**config.mk**
```make
export PLATFORM = sky130hd
export DESIGN_NAME = tile_pixel_fetch
export DESIGN_NICKNAME = d
export VERILOG_FILES = /design/src/rtl/tile_pkg.sv /design/src/rtl/tile_pixel_fetch_pipe_delay.sv /design/src/rtl/tile_pixel_fetch.sv
export SDC_FILE = /design/constraint.sdc
export NUM_CORES = 1
export LEC_CHECK = 0
export ABC_CLOCK_PERIOD_IN_PS = 1700
export BUFFER_PORTS_ARGS = -buffer_cell sky130_fd_sc_hd__buf_4
export CORE_MARGIN = 3
export CORE_UTILIZATION = 45
export CTS_CLUSTER_DIAMETER = 40
export DETAILED_ROUTE_END_ITERATION = 10
export PLACE_DENSITY = 0.76
export SYNTH_ARGS = -nofsm -noshare
export SYNTH_HDL_FRONTEND = slang
export SYNTH_SLANG_ARGS = --single-unit
```
**constraint.sdc**
```tcl
create_clock -name clk -period 1.7 [get_ports clk]
set_clock_uncertainty 0.1 [all_clocks]
set_input_delay 0.255 -clock clk [delete_from_list [all_inputs] [get_ports clk]]
set_output_delay 0.255 -clock clk [all_outputs]
set_load 0.01 [all_outputs]
```
**src/rtl/tile_pkg.sv**
```systemverilog
// Shared types and constants for the tile-to-pixel fetch pipeline.
package tile_pkg;

    localparam int TILE_PX     = 8;
    localparam int BPP         = 2;
    localparam int TILES_W_DEF = 28;
    localparam int TILES_H_DEF = 36;

    typedef logic [7:0]  tile_code_t;
    typedef logic [9:0]  tile_addr_t;
    typedef logic [15:0] pat_row_t;

    typedef struct packed {
        logic       win;
        logic [2:0] px;
        logic [2:0] py;
        logic       hs;
        logic       vs;
    } pix_meta_t;

    localparam int META_W = $bits(pix_meta_t);

    // Pixel 0 lives in the top two bits; {~px,1} is 15-2*px.
    function automatic logic [BPP-1:0] pick_pixel(input pat_row_t pat, input logic [2:0] px);
        return pat[{~px, 1'b1} -: BPP];
    endfunction

endpackage

```
**src/rtl/tile_pixel_fetch_pipe_delay.sv**
```systemverilog
// Fixed-depth async-reset shift register used to carry pixel metadata.
module pipe_delay
    import tile_pkg::*;
#(
    parameter int WIDTH = META_W,
    parameter int DEPTH = 2
) (
    input  logic             clk,
    input  logic             reset,
    input  logic [WIDTH-1:0] d_i,
    output logic [WIDTH-1:0] q_o
);

    logic [WIDTH-1:0] stage_q [DEPTH];

    always_ff @(posedge clk or posedge reset) begin
        if (reset) begin
            for (int i = 0; i < DEPTH; i++) stage_q[i] <= '0;
        end else begin
            stage_q[0] <= d_i;
            for (int i = 1; i < DEPTH; i++) stage_q[i] <= stage_q[i-1];
        end
    end

    assign q_o = stage_q[DEPTH-1];

endmodule

```
**src/rtl/tile_pixel_fetch.sv**
```systemverilog
// Scan position -> tile RAM -> pattern ROM -> colour index, fixed 5-clock latency.
// Optional per-tile palette lookup is enabled by defining TILE_PALETTE_EN.
module tile_pixel_fetch
    import tile_pkg::*;
#(
    parameter int H_START = 208,
    parameter int V_START = 96,
    parameter int TILES_W = TILES_W_DEF,
    parameter int TILES_H = TILES_H_DEF
) (
    input  logic        clk,
    input  logic        reset,
    input  logic [9:0]  col,
    input  logic [9:0]  row,
    input  logic        active,
    input  logic        hs_in,
    input  logic        vs_in,
    output logic [9:0]  tram_addr,
    input  logic [7:0]  tram_data,
    output logic [10:0] pram_addr,
    input  logic [15:0] pram_data,
`ifdef TILE_PALETTE_EN
    output logic [9:0]  cram_addr,
    input  logic [3:0]  cram_data,
`endif
    output logic [5:0]  pix_color,
    output logic        pix_en,
    output logic        hs_out,
    output logic        vs_out
);

    localparam logic [9:0] H_ORG  = 10'(H_START);
    localparam logic [9:0] V_ORG  = 10'(V_START);
    localparam logic [9:0] H_SPAN = 10'(TILE_PX * TILES_W);
    localparam logic [9:0] V_SPAN = 10'(TILE_PX * TILES_H);

    logic [9:0]  dx, dy, tx, ty, row_base;
    logic        in_win;
    tile_addr_t  addr_d, tram_addr_q;
    pix_meta_t   meta_d, meta_s1_q, meta_s2_q, meta_s4;
    logic [10:0] pram_addr_q;
    logic [5:0]  pix_color_q;
    logic        pix_en_q, hs_q, vs_q;
    logic [3:0]  pal_sel;
    logic [2:0]  py_s4_unused;

    assign dx = col - H_ORG;
    assign dy = row - V_ORG;
    // Explicit >= start keeps wrapped subtractions from looking in-window.
    assign in_win = active && (col >= H_ORG) && (dx < H_SPAN)
                           && (row >= V_ORG) && (dy < V_SPAN);
    assign tx = {3'b000, dx[9:3]};
    assign ty = {3'b000, dy[9:3]};
    assign row_base = (ty << 4) + (ty << 3) + (ty << 2);

    always_comb begin
        meta_d    = '0;
        addr_d    = '0;
        meta_d.hs = hs_in;
        meta_d.vs = vs_in;
        if (in_win) begin
            meta_d.win = 1'b1;
            meta_d.px  = dx[2:0];
            meta_d.py  = dy[2:0];
            addr_d     = row_base + tx;
        end
    end

    // S1 issues the tile RAM address, S2 waits out its read, S3 issues the ROM address.
    always_ff @(posedge clk or posedge reset) begin
        if (reset) begin
            tram_addr_q <= '0;
            meta_s1_q   <= '0;
            meta_s2_q   <= '0;
            pram_addr_q <= '0;
        end else begin
            tram_addr_q <= addr_d;
            meta_s1_q   <= meta_d;
            meta_s2_q   <= meta_s1_q;
            pram_addr_q <= {tram_data, meta_s2_q.py};
        end
    end

    pipe_delay #(.WIDTH(META_W), .DEPTH(2)) u_meta_dly (
        .clk   (clk),
        .reset (reset),
        .d_i   (meta_s2_q),
        .q_o   (meta_s4)
    );

    assign py_s4_unused = meta_s4.py;

`ifdef TILE_PALETTE_EN
    tile_addr_t addr_s2_q, cram_addr_q;

    always_ff @(posedge clk or posedge reset) begin
        if (reset) begin
            addr_s2_q   <= '0;
            cram_addr_q <= '0;
        end else begin
            addr_s2_q   <= tram_addr_q;
            cram_addr_q <= addr_s2_q;
        end
    end

    assign cram_addr = cram_addr_q;
    assign pal_sel   = cram_data;
`else
    assign pal_sel = 4'h0;
`endif

    always_ff @(posedge clk or posedge reset) begin
        if (reset) begin
            pix_color_q <= '0;
            pix_en_q    <= 1'b0;
            hs_q        <= 1'b0;
            vs_q        <= 1'b0;
        end else begin
            pix_color_q <= meta_s4.win ? {pal_sel, pick_pixel(pram_data, meta_s4.px)} : 6'd0;
            pix_en_q    <= meta_s4.win;
            hs_q        <= meta_s4.hs;
            vs_q        <= meta_s4.vs;
        end
    end

    assign tram_addr = tram_addr_q;
    assign pram_addr = pram_addr_q;
    assign pix_color = pix_color_q;
    assign pix_en    = pix_en_q;
    assign hs_out    = hs_q;
    assign vs_out    = vs_q;

endmodule

```
==> results.sh <==
export IMPL_status="finished, violations left"
export IMPL_violations="setup timing"
export IMPL_vdd_drop_max_mv=0.6307
export IMPL_max_freq_mhz=366.8
export IMPL_ctsLongestPathBuffers=2
export IMPL_avgSynthCellArea_sq_um=14.10
export IMPL_overflow=0
export IMPL_ys_seq_area_share_pct=57.11
export IMPL_die_x_um=79.84
export IMPL_drive_above_1_share_pct=55.52
export IMPL_synthAdderAreaFrac_pct=14.48
export IMPL_synth_top_cell_area_share_pct=57.11
export IMPL_avgRoutedWirePerCell_um=13.59
export IMPL_end_kind="register"
export IMPL_cpMaxStageDelayCell="fa_1"
export IMPL_hold_viol=0
export IMPL_drtAntennaViolNets=0
export IMPL_drc=0
export IMPL_cp_common_cell="fa_1"
export IMPL_synth_top_cell_by_area="dfrtp_1"
export IMPL_synth_xor_area_share_pct=4.946
export IMPL_vias_per_cell=4.520
export IMPL_cts_htree_levels=2
export IMPL_synth_cells=174
export IMPL_ys_top_cells_by_area="dfrtp_1 (57%), fa_1 (7.3%), ha_1 (7.1%), and2_2 (4.6%), mux4_2 (3.7%)"
export IMPL_synth_warnings=0
export IMPL_critPathKind="primary input to register"
export IMPL_cp_data_required_time_ps=1850
export IMPL_fp_coreArea_sq_um=5205
export IMPL_cp_arrival_ps=2880
export IMPL_tritoncts_num_buffers=5
export IMPL_synth_simple_gate_area_share_pct=8.975
export IMPL_antenna_found_initial=0
export IMPL_tritoncts="done"
export IMPL_start_kind="primary input"
export IMPL_p_leak_nw=1.955
export IMPL_place_area_sq_um=3398
export IMPL_io_pins=79
export IMPL_dp_cells=342
export IMPL_grt_usage_pct=16.93
export IMPL_rsz0062_at_grt="true"
export IMPL_wirelength_um=5015
export IMPL_hold_ws_ps=70.84
export IMPL_fin_area_sq_um=3897
export IMPL_clock_sinks=56
export IMPL_synth_top_family_by_area="adder cells"
export IMPL_fin_nets=370
export IMPL_setup_viol=16
export IMPL_layout_setup_ws_ps=-1026
export IMPL_synth_area_sq_um=2454
export IMPL_hold_class="primary input to register"
export IMPL_power_total_mw=3.696
export IMPL_ys_ff_latch=56
export IMPL_grt_pass1_wl_um=7921
export IMPL_synthMuxAreaShare_pct=4.488
export IMPL_preCtsSetupSlack_ps=-1438
export IMPL_power_density_nw_per_um2=948.3
export IMPL_hpwlAfterDp_um=3567
export IMPL_synth_compound_area_share_pct=4.335
export IMPL_die_area_sq_um=6374
export IMPL_die_height_um=79.84
export IMPL_first_global_vias=1743
export IMPL_drv_cap=0
export IMPL_firstDrtPassIters=4
export IMPL_final_cells=369
export IMPL_root_buffer="clkbuf_8"
export IMPL_portBuffers=74
export IMPL_num_rows=26
export IMPL_grt_start_max_net_pins=57
export IMPL_area_growth_pct=58.85
export IMPL_diodes=0
export IMPL_drt_iter0_markers=93
export IMPL_layout_min_cycle_time_ps=2726
export IMPL_start_util_pct=47.14
export IMPL_worstPathCellList="buf_12 > o21a_4 > xnor2_4 > fa_1 > fa_1 > inv_1 > ha_2 > fa_2 > a21o_1 > a21oi_2 > xnor2_1 > and2_4"
export IMPL_num_vias=1668
export IMPL_cp_max_fo=3
export IMPL_clk_pin_slew_ps=90
export IMPL_clkLatencyLatePin_ps=310
export IMPL_slew_viol_final=0
export IMPL_fin_crit_sh_pct=160.4
export IMPL_gp_congestion=0.8174
export IMPL_cpPeakStageDelay_ps=490
export IMPL_synth_cell_types=31
what timing repair did:
action                                  CTS  global route
hold buffers                             11             0
gates resized for setup                  27             7
buffers inserted                          6             0
cloned                                    2             0
endpoints found under the setup margin   17            17
pin swaps                                20            11
hold endpoints to repair                 66             0
sequential cells by signal (all words and copies together), names as in the netlist:
| signal | cells |
|---|---|
| hs_out | 1 |
| meta_s1_q | 9 |
| meta_s2_q | 9 |
| pix_color | 2 |
| pix_en | 1 |
| pram_addr | 8 |
| tram_addr | 10 |
| u_meta_dly.q_o | 6 |
| u_meta_dly.stage_q | 9 |
| vs_out | 1 |
critical path: cells and delay by family:
family / cells / cell delay, ps
simple gates: 1 / 150
buf+inv: 2 / 160
fa+ha+maj: 4 / 1520
xor+xnor: 2 / 250
compound gates: 3 / 540
stage by stage:
step,TNS (ps),util [%]
floorplan,-5934,-
global placement,-14530,65.29
detailed placement,-15780,65.29
CTS,-6391,74.40
global route,-6419,74.88
finish,-5414,74.88
layout make-up:
class,instances,area (sq um)
sequential,56,1401
fill,340,1308
multi-input combinational,94,1099
timing repair buffer,122,1056
inverter,19,95.09
clock inverter,3,90.09
tap,70,87.58
clock buffer,5,68.82
cells in the mapped netlist:
master and n:
a2111oi_0 1, a21o_1 1, a21oi_1 5, a21oi_2 1
and2_2 15, buf_4 7, buf_6 1, conb_1 1
dfrtp_1 56, fa_1 9, ha_1 14, inv_1 19
mux2i_1 2, mux4_2 4, nand2_1 6, nand3_1 1
nand3b_1 2, nand4_1 1, nor2_1 4, nor2b_1 2
nor3_1 2, nor4_4 1, o2111a_1 1, o211a_1 1
o211ai_1 1, o21a_4 1, o21ai_0 1, o31ai_1 1
xnor2_1 8, xor2_1 4, xor2_2 1
report_power, final:
group | internal, mW | leakage [nW] | switching, mW
clock network | 0.735 | 0.0784 | 0.398
registers | 1.38 | 0.737 | 0.0148
logic | 0.663 | 1.14 | 0.506
layer usage:
| layer | vias up | routed length [um] | GRT usage (%) |
|---|---|---|---|
| met5 | - | 0 | 0 |
| met4 | 0 | 125 | 9.459 |
| met3 | 8 | 249 | 3.612 |
| met2 | 52 | 2973 | 32.72 |
| met1 | 809 | 1666 | 16.29 |
| li1 | 799 | - | - |
cell usage in the layout, fill, tap and decap left out, types with 2 or more instances in the layout:
master and instances:
and2_4 14, nand3b_1 2, mux2i_1 2, buf_16 2
buf_6 4, buf_12 4, xor2_1 3, dfrtp_1 56
bufinv_16 3, dlygate4sd3_1 11, ha_4 4, clkbuf_8 5
nand2_1 5, mux4_2 4, nor2b_1 2, xnor2_2 2
inv_1 13, xnor2_1 5, ha_1 8, nor2_1 4
inv_2 3, fa_1 8, a21oi_2 3, conb_1 4
a21oi_1 2, ha_2 2, buf_4 100
path summary, 6_finish.rpt:
| kind | startpoint | to | slack (ps) | cells after the start |
|---|---|---|---|---|
| worst max-delay path | col[4] | tram_addr[8]$_DFF_PP0_ | -1030 | 12 |
| worst min-delay path | col[3] | tram_addr[0]$_DFF_PP0_ | 70 | 2 |
| worst max register to register | u_meta_dly.q_o[5]$_DFF_PP0_ | pix_color[1]$_DFF_PP0_ | 250 | 3 |
| worst min register to register | meta_s1_q[0]$_DFF_PP0_ | meta_s2_q[0]$_DFF_PP0_ | 250 | 0 |
| max in group asynchronous | reset | u_meta_dly.stage_q[16]$_DFF_PP0_ | 800 | 4 |
| min in group asynchronous | reset | meta_s1_q[4]$_DFF_PP0_ | 470 | 4 |
kinds of logic (layout without fill, tap and decap cells):
logic type	Yosys count	in the layout
adders and majority gates	23	23
AOI/OAI and AO/OA	14	14
buffers and inverters	27	149
and+or+nand+nor	34	34
xor gates and xnor gates	13	13
DFF	56	56
other	1	4
muxes	6	6
(Power assumes the default switching activity.)
